[config.mk]
export PLATFORM = sky130hd
export DESIGN_NAME = f_sub_seq
export DESIGN_NICKNAME = d
export VERILOG_FILES = /design/src/rtl/f_sub_seq.sv
export SDC_FILE = /design/constraint.sdc
export NUM_CORES = 1
export LEC_CHECK = 0
export ABC_CLOCK_PERIOD_IN_PS = 9600
export BUFFER_PORTS_ARGS = -buffer_cell sky130_fd_sc_hd__buf_2
export CORE_AREA = 2 2 174 176
export DETAILED_ROUTE_END_ITERATION = 8
export DIE_AREA = 0 0 176 178
export MAX_ROUTING_LAYER = met4
export PLACE_DENSITY = 0.62
export REMOVE_ABC_BUFFERS = 1
export SLEW_MARGIN = 30
export SYNTH_ARGS = -nofsm -noshare
export SYNTH_HDL_FRONTEND = slang
export SYNTH_SLANG_ARGS = --single-unit
[constraint.sdc]
create_clock -name clk -period 9.6 [get_ports clk]
set_input_delay 0.96 -clock clk [delete_from_list [all_inputs] [get_ports clk]]
set_output_delay 0.96 -clock clk [all_outputs]
set_load 0.01 [all_outputs]
[src/rtl/f_sub_seq.sv]
// Multi-cycle single-precision subtractor (or adder when OP_SUB=0) on the packed float register format.
// Each normalization step moves the mantissa one bit, so the handshake absorbs the variable latency.
module f_sub_seq #(
    parameter bit OP_SUB       = 1'b1,
    parameter bit FLUSH_DENORM = 1'b1
) (
    input  logic        clk,
    input  logic        rst_n,
    input  logic        start,
    input  logic [63:0] read_f_data1,
    input  logic [63:0] read_f_data2,
    output logic        busy,
    output logic        done,
    output logic [63:0] alu_float_result
);

    typedef enum logic [2:0] {
        S_IDLE,
        S_ALIGN,
        S_ADDSUB,
        S_NORM,
        S_DONE
    } state_t;

    localparam logic [31:0] QNAN = 32'h7FC0_0000;

    state_t      r_state, w_next;
    logic [31:0] r_a, r_b;
    logic        r_sign, r_eff_sub;
    logic [7:0]  r_exp;
    logic [23:0] r_mant_a, r_mant_b;
    logic [24:0] r_sum;
    logic [63:0] r_result;

    logic        w_sign_a, w_sign_b, w_a_big, w_special;
    logic [7:0]  w_exp_big, w_exp_small, w_diff;
    logic [23:0] w_mant_big, w_mant_small;
    logic [22:0] w_frac_big, w_frac_small;
    logic        w_norm_exit;
    logic [31:0] w_packed;
    logic        w_unused;

    // Only the upper single-precision word carries an operand.
    assign w_unused = ^{read_f_data1[31:0], read_f_data2[31:0]};

    // Unpack and order the latched operands; b's sign is flipped for subtraction.
    assign w_sign_a     = r_a[31];
    assign w_sign_b     = r_b[31] ^ OP_SUB;
    assign w_a_big      = (r_a[30:0] >= r_b[30:0]);
    assign w_exp_big    = w_a_big ? r_a[30:23] : r_b[30:23];
    assign w_exp_small  = w_a_big ? r_b[30:23] : r_a[30:23];
    assign w_frac_big   = w_a_big ? r_a[22:0]  : r_b[22:0];
    assign w_frac_small = w_a_big ? r_b[22:0]  : r_a[22:0];
    assign w_mant_big   = (w_exp_big == 8'd0 && FLUSH_DENORM) ? 24'd0 : {(w_exp_big != 8'd0), w_frac_big};
    assign w_mant_small = (w_exp_small == 8'd0 && FLUSH_DENORM) ? 24'd0 : {(w_exp_small != 8'd0), w_frac_small};
    assign w_diff       = w_exp_big - w_exp_small;
    assign w_special    = (r_a[30:23] == 8'hFF) || (r_b[30:23] == 8'hFF);

    assign w_norm_exit  = (r_sum == 25'd0) || (r_exp == 8'd0) || (r_sum[24:23] == 2'b01);

    always_comb begin
        // NOTE: every output of a combinational block gets a default first, so no path leaves it unassigned and no latch is inferred.
        w_packed = {r_sign, r_exp, r_sum[22:0]};
        if (r_sum == 25'd0 || r_exp == 8'd0) begin
            w_packed = 32'h0000_0000;
        end else if (r_exp == 8'hFF) begin
            w_packed = {r_sign, 8'hFF, 23'd0};
        end
    end

    always_comb begin
        w_next = r_state;
        unique case (r_state)
            S_IDLE:   if (start) w_next = S_ALIGN;
            S_ALIGN:  w_next = w_special ? S_DONE : S_ADDSUB;
            S_ADDSUB: w_next = S_NORM;
            S_NORM:   if (w_norm_exit) w_next = S_DONE;
            S_DONE:   w_next = S_IDLE;
            default:  w_next = S_IDLE;
        endcase
    end

    // NOTE: sequential state uses non-blocking assignments so every register samples pre-edge values.
    always_ff @(posedge clk or negedge rst_n) begin
        if (!rst_n) begin
            r_state   <= S_IDLE;
            r_a       <= '0;
            r_b       <= '0;
            r_sign    <= 1'b0;
            r_eff_sub <= 1'b0;
            r_exp     <= '0;
            r_mant_a  <= '0;
            r_mant_b  <= '0;
            r_sum     <= '0;
            r_result  <= '0;
        end else begin
            r_state <= w_next;
            unique case (r_state)
                S_IDLE: begin
                    if (start) begin
                        r_a <= read_f_data1[63:32];
                        r_b <= read_f_data2[63:32];
                    end
                end
                S_ALIGN: begin
                    if (w_special) begin
                        r_result <= {QNAN, 32'h0};
                    end else begin
                        r_sign    <= w_a_big ? w_sign_a : w_sign_b;
                        r_eff_sub <= w_sign_a ^ w_sign_b;
                        r_exp     <= w_exp_big;
                        r_mant_a  <= w_mant_big;
                        r_mant_b  <= (w_diff >= 8'd24) ? 24'd0 : (w_mant_small >> w_diff);
                    end
                end
                S_ADDSUB: begin
                    r_sum <= r_eff_sub ? ({1'b0, r_mant_a} - {1'b0, r_mant_b})
                                       : ({1'b0, r_mant_a} + {1'b0, r_mant_b});
                end
                S_NORM: begin
                    if (w_norm_exit) begin
                        r_result <= {w_packed, 32'h0};
                    end else if (r_sum[24]) begin
                        r_sum <= r_sum >> 1;
                        r_exp <= r_exp + 8'd1;
                    end else begin
                        r_sum <= r_sum << 1;
                        r_exp <= r_exp - 8'd1;
                    end
                end
                default: ;
            endcase
        end
    end

    assign busy             = (r_state != S_IDLE);
    assign done             = (r_state == S_DONE);
    assign alu_float_result = r_result;

endmodule
### After elaboration in Yosys (flattened, before gate mapping)

Cells that the tools add are included.
Widths: inputs -> output; s select.

| operators by class | value |
|---|---|
| reductions and logical operators | 19 |
| order comparisons | 2 |
| multiplexer cells | 25 |
| add/subtract/negate cells | 5 |
| bitwise logic cells | 3 |
| eq/ne operators | 13 |
| shift operators | 1 |

Operator list:

| cell | number |
|---|---|
| $mux 64 | 2 |
| $pmux 64 s2 | 1 |
| $mux 25 | 3 |
| $mux 24 | 3 |
| $pmux 25 s2 | 1 |
| $mux 23 | 2 |
| $mux 8 | 5 |
| $mux 32 | 1 |
| $ge 31x31->1 | 1 |
| $mux 31 | 1 |
| $add 24x24->25 | 1 |
| $logic_not 25->1 | 1 |
| $sub 24x24->25 | 1 |
| $eq 8x8->1 const B | 3 |
| $logic_not 8->1 | 3 |
| $shr 24x8->24 | 1 |
| $pmux 8 s2 | 1 |
| $reduce_bool 8->1 | 2 |
| $pmux 3 s4 | 1 |
| $ne 2x2->1 const B | 5 |
| $mux 3 | 3 |
| $add 8x1->8 const B | 1 |
| $ge 8x5->1 const B | 1 |
| $reduce_and 2->1 | 4 |
| 14 further kinds | 20 |

| word-level totals | value |
|---|---|
| input bits | 131 |
| output and inout bits | 66 |
| bits in registers | 214 |
| word-level logic and storage cells | 78 |

### Logic depth before layout (Yosys ltp)

| depth | value |
|---|---|
| word-level depth | 6 |
| mapped depth | 23 |
| depth with buffers taken out | 19 |

### Worst setup path before layout

OpenSTA, ideal clock, no wires.

| path | value |
|---|---|
| path kind | register -> register |
| start point | reg r_a[26] |
| end point | reg r_mant_b[7] |
| required time | 9.534 ns |
| buffers on the path | 4 |
| arrival time | 4.814 ns |
| library setup time | 0.066 ns |
| clock period less this slack | 4.881 ns |
| slack | 4.719 ns |
| cell stages (with the launch flop) | 23 |
| cells stage by stage | dfrtp_1 > ha_1 > buf_6 > a21oi_2 > o21ai_1 > a221o_1 > or2_1 > o21ai_2 > buf_6 > buf_4 > buf_2 > mux2_2 > ha_1 > o21ai_0 > nand2_1 > a21oi_1 > mux2i_1 > a221oi_2 > xnor2_1 > or4_4 > nor3_2 > and2_2 > a221o_1 |

| between the ends | value |
|---|---|
| cells in the longest elaborated chain, start to end | 6 |
| elaborated cells between the ends (all ways) | 15 |
| those cells by class | add/sub (1); order compare (2); eq/ne (1); shift (1); mux (5); bitwise (1); reduce/logical (4) |

RTL lines:

| element | RTL line | text |
|---|---|---|
| start, declared | 28 | `logic [31:0] r_a, r_b;` |
| start signal, assigned | 101 | `r_a <= read_f_data1[63:32];` |
| branches (longest 6 deep; another with $ge 31x31->1) | - |  |
| end signal, assigned | 113 | `r_mant_b <= (w_diff >= 8'd24) ? 24'd0 : (w_mant_small >> w_diff);` |
| end, declared | 31 | `logic [23:0] r_mant_a, r_mant_b;` |

Several ways; the timed one is not identified.
A chain may end at the register's enable or synchronous reset.

### Worst setup path in the final report

| path | value |
|---|---|
| start point | reg r_b[24] |
| end point | reg r_mant_b[5] |

| between the ends | value |
|---|---|
| cells in the longest elaborated chain, start to end | 6 |
| elaborated cells between the ends (all ways) | 15 |
| those cells by class | add/sub (1); order compare (2); eq/ne (1); shift (1); mux (5); bitwise (1); reduce/logical (4) |

RTL lines:

| element | RTL line | text |
|---|---|---|
| start, declared | 28 |  |
| start signal, assigned | 102 | `r_b <= read_f_data2[63:32];` |
| branches (longest 6 deep; another with $ge 31x31->1) | - |  |

Several ways; the timed one is not identified.

==> impl_results.html <==
<table>
<tr><th>Metric</th><th>Value</th></tr>
<tr><th colspan="2">Run status</th></tr>
<tr><td>Outcome</td><td>completed</td></tr>
<tr><th colspan="2">Critical path</th></tr>
<tr><td>CP max FO</td><td>24</td></tr>
<tr><td>CP max-delay cell</td><td>sky130_fd_sc_hd__ha_1</td></tr>
<tr><td>Cell family with most CP delay</td><td>compound AO/OA/AOI/OAI gates</td></tr>
<tr><td>CP Cell Sequence</td><td>inv_1 -&gt; ha_1 -&gt; a21oi_1 -&gt; o21ai_1 -&gt; a221o_1 -&gt; or2_1 -&gt; o21ai_4 -&gt; mux2_2 -&gt; ha_1 -&gt; inv_1 -&gt; nand2_1 -&gt; nor2_1 -&gt; or3_1 -&gt; mux2i_1 -&gt; a211oi_1 -&gt; a221o_1</td></tr>
<tr><td>Buffers &amp; Inverters on Critical Path</td><td>2</td></tr>
<tr><td>Launching element type of the critical path</td><td>flip-flop</td></tr>
<tr><td>Capturing point of the worst reg2reg path</td><td>r_mant_b[5]</td></tr>
<tr><td>Reg2reg start</td><td>r_b[24]</td></tr>
<tr><td>Required arrival time at the worst endpoint</td><td>just under 10000 ps</td></tr>
<tr><td>Crit end category</td><td>flip-flop</td></tr>
<tr><td>Reg2reg setup slack</td><td>between 4000 and 5000 ps</td></tr>
<tr><td>Delay of the slowest critical-path stage</td><td>820 ps</td></tr>
<tr><td>Worst-case reg-to-reg path depth</td><td>16</td></tr>
<tr><td>Path type of the worst setup path</td><td>reg2reg</td></tr>
<tr><td>Arrival time worst endpoint</td><td>about 5700 ps</td></tr>
<tr><th colspan="2">Clock tree</th></tr>
<tr><td>Number of sinks driven by the clock tree</td><td>between 150 and 200</td></tr>
<tr><td>Clock transition at the registers of the reported paths</td><td>roughly 80 ps</td></tr>
<tr><td>Buffers inserted by post-CTS timing repair</td><td>0</td></tr>
<tr><td>Count of cells resized by post-cts repair</td><td>0</td></tr>
<tr><td>CTS H-tree lvls</td><td>4</td></tr>
<tr><td>Clock insertion delay at the later pin of the skew report</td><td>~440 ps</td></tr>
<tr><td>Hold-fix buffers, CTS</td><td>0</td></tr>
<tr><td>Deepest clock path buffer count</td><td>2</td></tr>
<tr><td>Total CTS buffers</td><td>17</td></tr>
<tr><td>Root buf cell</td><td>sky130_fd_sc_hd__clkbuf_16</td></tr>
<tr><td>CTS tree</td><td>built</td></tr>
<tr><th colspan="2">Finish</th></tr>
<tr><td>Area used by multi-input combinational logic</td><td>7066 sq um</td></tr>
<tr><td>Fillcell total</td><td>just under 3000</td></tr>
<tr><td>Core Util, Final</td><td>approximately 46%</td></tr>
<tr><td>Final layout net count</td><td>1680</td></tr>
<tr><td>Fraction of layout cells with a size suffix above 1</td><td>between 10% and 20%</td></tr>
<tr><td>Count of inserted antenna diode cells</td><td>0</td></tr>
<tr><td>Storage cell area</td><td>approximately 4600 sq um</td></tr>
<tr><td>Area growth from synthesis to final layout</td><td>11.27%</td></tr>
<tr><th colspan="2">Yosys</th></tr>
<tr><td>Post-synthesis cell type with the largest combined area</td><td>sky130_fd_sc_hd__dfrtp_1</td></tr>
<tr><td>Share of the synthesized area in the top cell type</td><td>37.27%</td></tr>
<tr><td>Yosys warning count</td><td>0</td></tr>
<tr><td>Post-Synthesis Cell Area</td><td>approximately 12000 sq um</td></tr>
<tr><td>FFs w/ async S/R, synth</td><td>100.0%</td></tr>
<tr><td>EDFF count, synth</td><td>0</td></tr>
<tr><td>Ys flop type</td><td>sky130_fd_sc_hd__dfrtp_1</td></tr>
<tr><td>Number of instances in the synthesized netlist</td><td>between 1000 and 1500</td></tr>
<tr><td>Most numerous cell types in the synthesized netlist</td><td>sky130_fd_sc_hd__nand2_1 (206), sky130_fd_sc_hd__dfrtp_1 (182), sky130_fd_sc_hd__nor2_1 (118)</td></tr>
<tr><td>Ranking of synthesized cells by area</td><td>sky130_fd_sc_hd__dfrtp_1 (37%), sky130_fd_sc_hd__mux2i_1 (7.0%), sky130_fd_sc_hd__ha_1 (6.5%)</td></tr>
<tr><td>Sequential area share after synthesis</td><td>37.27%</td></tr>
<tr><td>Cell with the most instances after synthesis</td><td>sky130_fd_sc_hd__nand2_1</td></tr>
<tr><td>Count of cell types in the netlist</td><td>74</td></tr>
<tr><td>Flip-flop and latch count after synthesis</td><td>roughly 180</td></tr>
<tr><td>Mean area per synthesized cell</td><td>about 8.6 sq um</td></tr>
<tr><th colspan="2">STA</th></tr>
<tr><td>Final setup viols</td><td>0</td></tr>
<tr><td>RSZ-0062 raised after global routing</td><td>false</td></tr>
<tr><td>Post-Route Setup TNS</td><td>0 ps</td></tr>
<tr><td>Final critical path time including I/O delays and setup</td><td>approximately 5400 ps</td></tr>
<tr><td>Transition time of the tightest slew-check pin</td><td>a little under 900 ps</td></tr>
<tr><td>Highest attainable clock frequency</td><td>between 0.15 and 0.2 GHz</td></tr>
<tr><td>Pins Over Slew Limit</td><td>0</td></tr>
<tr><td>Slew Limit Headroom</td><td>40.69%</td></tr>
<tr><td>Setup skew after layout</td><td>approximately 15 ps</td></tr>
<tr><td>Final hold viol count</td><td>0</td></tr>
<tr><td>Tcrit/Tclk final</td><td>56.25%</td></tr>
<tr><th colspan="2">Die</th></tr>
<tr><td>Starting utilization of the core area</td><td>about two fifths</td></tr>
<tr><td>Overall die width</td><td>~180 microns</td></tr>
<tr><td>Die Area</td><td>31330 sq um</td></tr>
<tr><td>Vert. Die Dim</td><td>178 microns</td></tr>
<tr><td>Boundary pin count</td><td>approximately 200</td></tr>
<tr><td>Rows</td><td>63</td></tr>
<tr><td>Core Region</td><td>~29000 sq um</td></tr>
<tr><th colspan="2">Hold path</th></tr>
<tr><td>Class of the worst hold path</td><td>in2async</td></tr>
<tr><th colspan="2">Drt</th></tr>
<tr><td>1st-pass router iterations</td><td>5</td></tr>
<tr><td>Initial DRC Count</td><td>roughly 660</td></tr>
<tr><td>Number of vias per cell</td><td>about 5.3</td></tr>
<tr><td>Antenna Violating Nets Remaining</td><td>0</td></tr>
<tr><td>Vias after detailed routing</td><td>about 10000</td></tr>
<tr><td>Final wirelength</td><td>29.30 mm</td></tr>
<tr><td>Post-DR wirelength/cell</td><td>between 15 and 20 microns</td></tr>
<tr><td>Post-detailed-route DRC marker count</td><td>0</td></tr>
<tr><th colspan="2">Global routing</th></tr>
<tr><td>Wire length of the first global-routing pass</td><td>49.57 mm</td></tr>
<tr><td>Vias in the first global route</td><td>approximately 9600</td></tr>
<tr><td>Congestion Overflow GR</td><td>0</td></tr>
<tr><td>Global Route Usage Sum</td><td>20.06%</td></tr>
<tr><td>Maximum number of pins on one net before global-route repair</td><td>98</td></tr>
<tr><td>Initial antenna violation count</td><td>0</td></tr>
<tr><th colspan="2">Flow run</th></tr>
<tr><td>Reported max-cap violation count</td><td>0</td></tr>
<tr><th colspan="2">Placement</th></tr>
<tr><td>Gpl congestion</td><td>~0.88</td></tr>
<tr><td>Count of input and output buffers</td><td>100</td></tr>
<tr><td>HPWL after DPL</td><td>21.74 mm</td></tr>
</table>
## state kept, by name, indices dropped and copies added, names as in the netlist
| signal | cells |
|---|---|
| r_a | 32 |
| r_b | 32 |
| r_state | 3 |
| r_mant_b | 24 |
| r_exp | 8 |
| r_eff_sub | 1 |
| r_sign | 1 |
| alu_float_result | 32 |
| r_mant_a | 24 |
| r_sum | 25 |
## through the flow
stage | cell area (sq um) | setup WS [ps] | std cells | hold WS [ps]
3_5_place_dp | 12930 | 4294 | 1854 | 451.0
3_3_place_gp | 12920 | 4379 | 1854 | 449.7
4_1_cts | 13560 | 4264 | 1886 | 451.9
6_report | 13600 | 4200 | 1887 | 446.8
2_1_floorplan | 11790 | 1763 | 1351 | 449.8
5_1_grt | 13600 | 3952 | 1887 | 476.6
## routing by layer
layer / GRT usage [%] / up-vias / routed length (microns)
met1: 28.43 / 4686 / 14530
li1: - / 5093 / -
met4: 5.269 / 0 / 412
met3: 2.131 / 27 / 1188
met2: 30.77 / 240 / 13170
met5: - / - / 0
## layout by cell type (no fill, tap or decap), types with 28 or more instances in the layout
master / synthesis / final
sky130_fd_sc_hd__nand3_1: 29 / 29
sky130_fd_sc_hd__a21oi_1: 106 / 105
sky130_fd_sc_hd__o21ai_0: 117 / 117
sky130_fd_sc_hd__mux2_2: 36 / 36
sky130_fd_sc_hd__conb_1: 1 / 32
sky130_fd_sc_hd__nand2_1: 206 / 206
sky130_fd_sc_hd__inv_1: 61 / 61
sky130_fd_sc_hd__xnor2_1: 43 / 42
sky130_fd_sc_hd__ha_1: 63 / 63
sky130_fd_sc_hd__mux2i_1: 85 / 85
sky130_fd_sc_hd__nor3_1: 28 / 28
sky130_fd_sc_hd__nor2_1: 118 / 117
sky130_fd_sc_hd__dfrtp_1: 182 / 182
sky130_fd_sc_hd__buf_2: 7 / 99
## worst max path at each step
stage | slack, ps | to | cells past startpoint | start
after floorplan | 1760 | r_mant_b[6] | 12 | r_b[23]
after global placement | 4380 | r_mant_b[5] | 15 | r_a[24]
after detailed placement | 4290 | r_mant_b[5] | 15 | r_a[24]
after CTS | 4260 | r_mant_b[5] | 15 | r_a[24]
after global routing | 3950 | r_mant_b[7] | 17 | r_b[24]
final | 4200 | r_mant_b[5] | 16 | r_b[24]
## cells by family after synthesis
family | share of synthesized area [%]
xor+xnor | 3.871
compound gates | 17.92
simple gates | 16.77
buf+inv | 6.338
other cells | 0.03069
fa+ha+maj | 6.779
flops | 37.27
mux | 11.02
## layout make-up
class                           count  share of cell area [%]
Clock buffer                       18                   3.156
Tap cell                          390                   3.589
Multi-Input combinational cell   1107                   51.96
Clock inverter                     14                   1.436
Sequential cell                   182                   33.50
Inverter                           62                   1.712
Timing Repair Buffer              114                   4.647
Power is not shown: default switching activity piles up to over one toggle a cycle in this logic, so the estimate is an artifact.
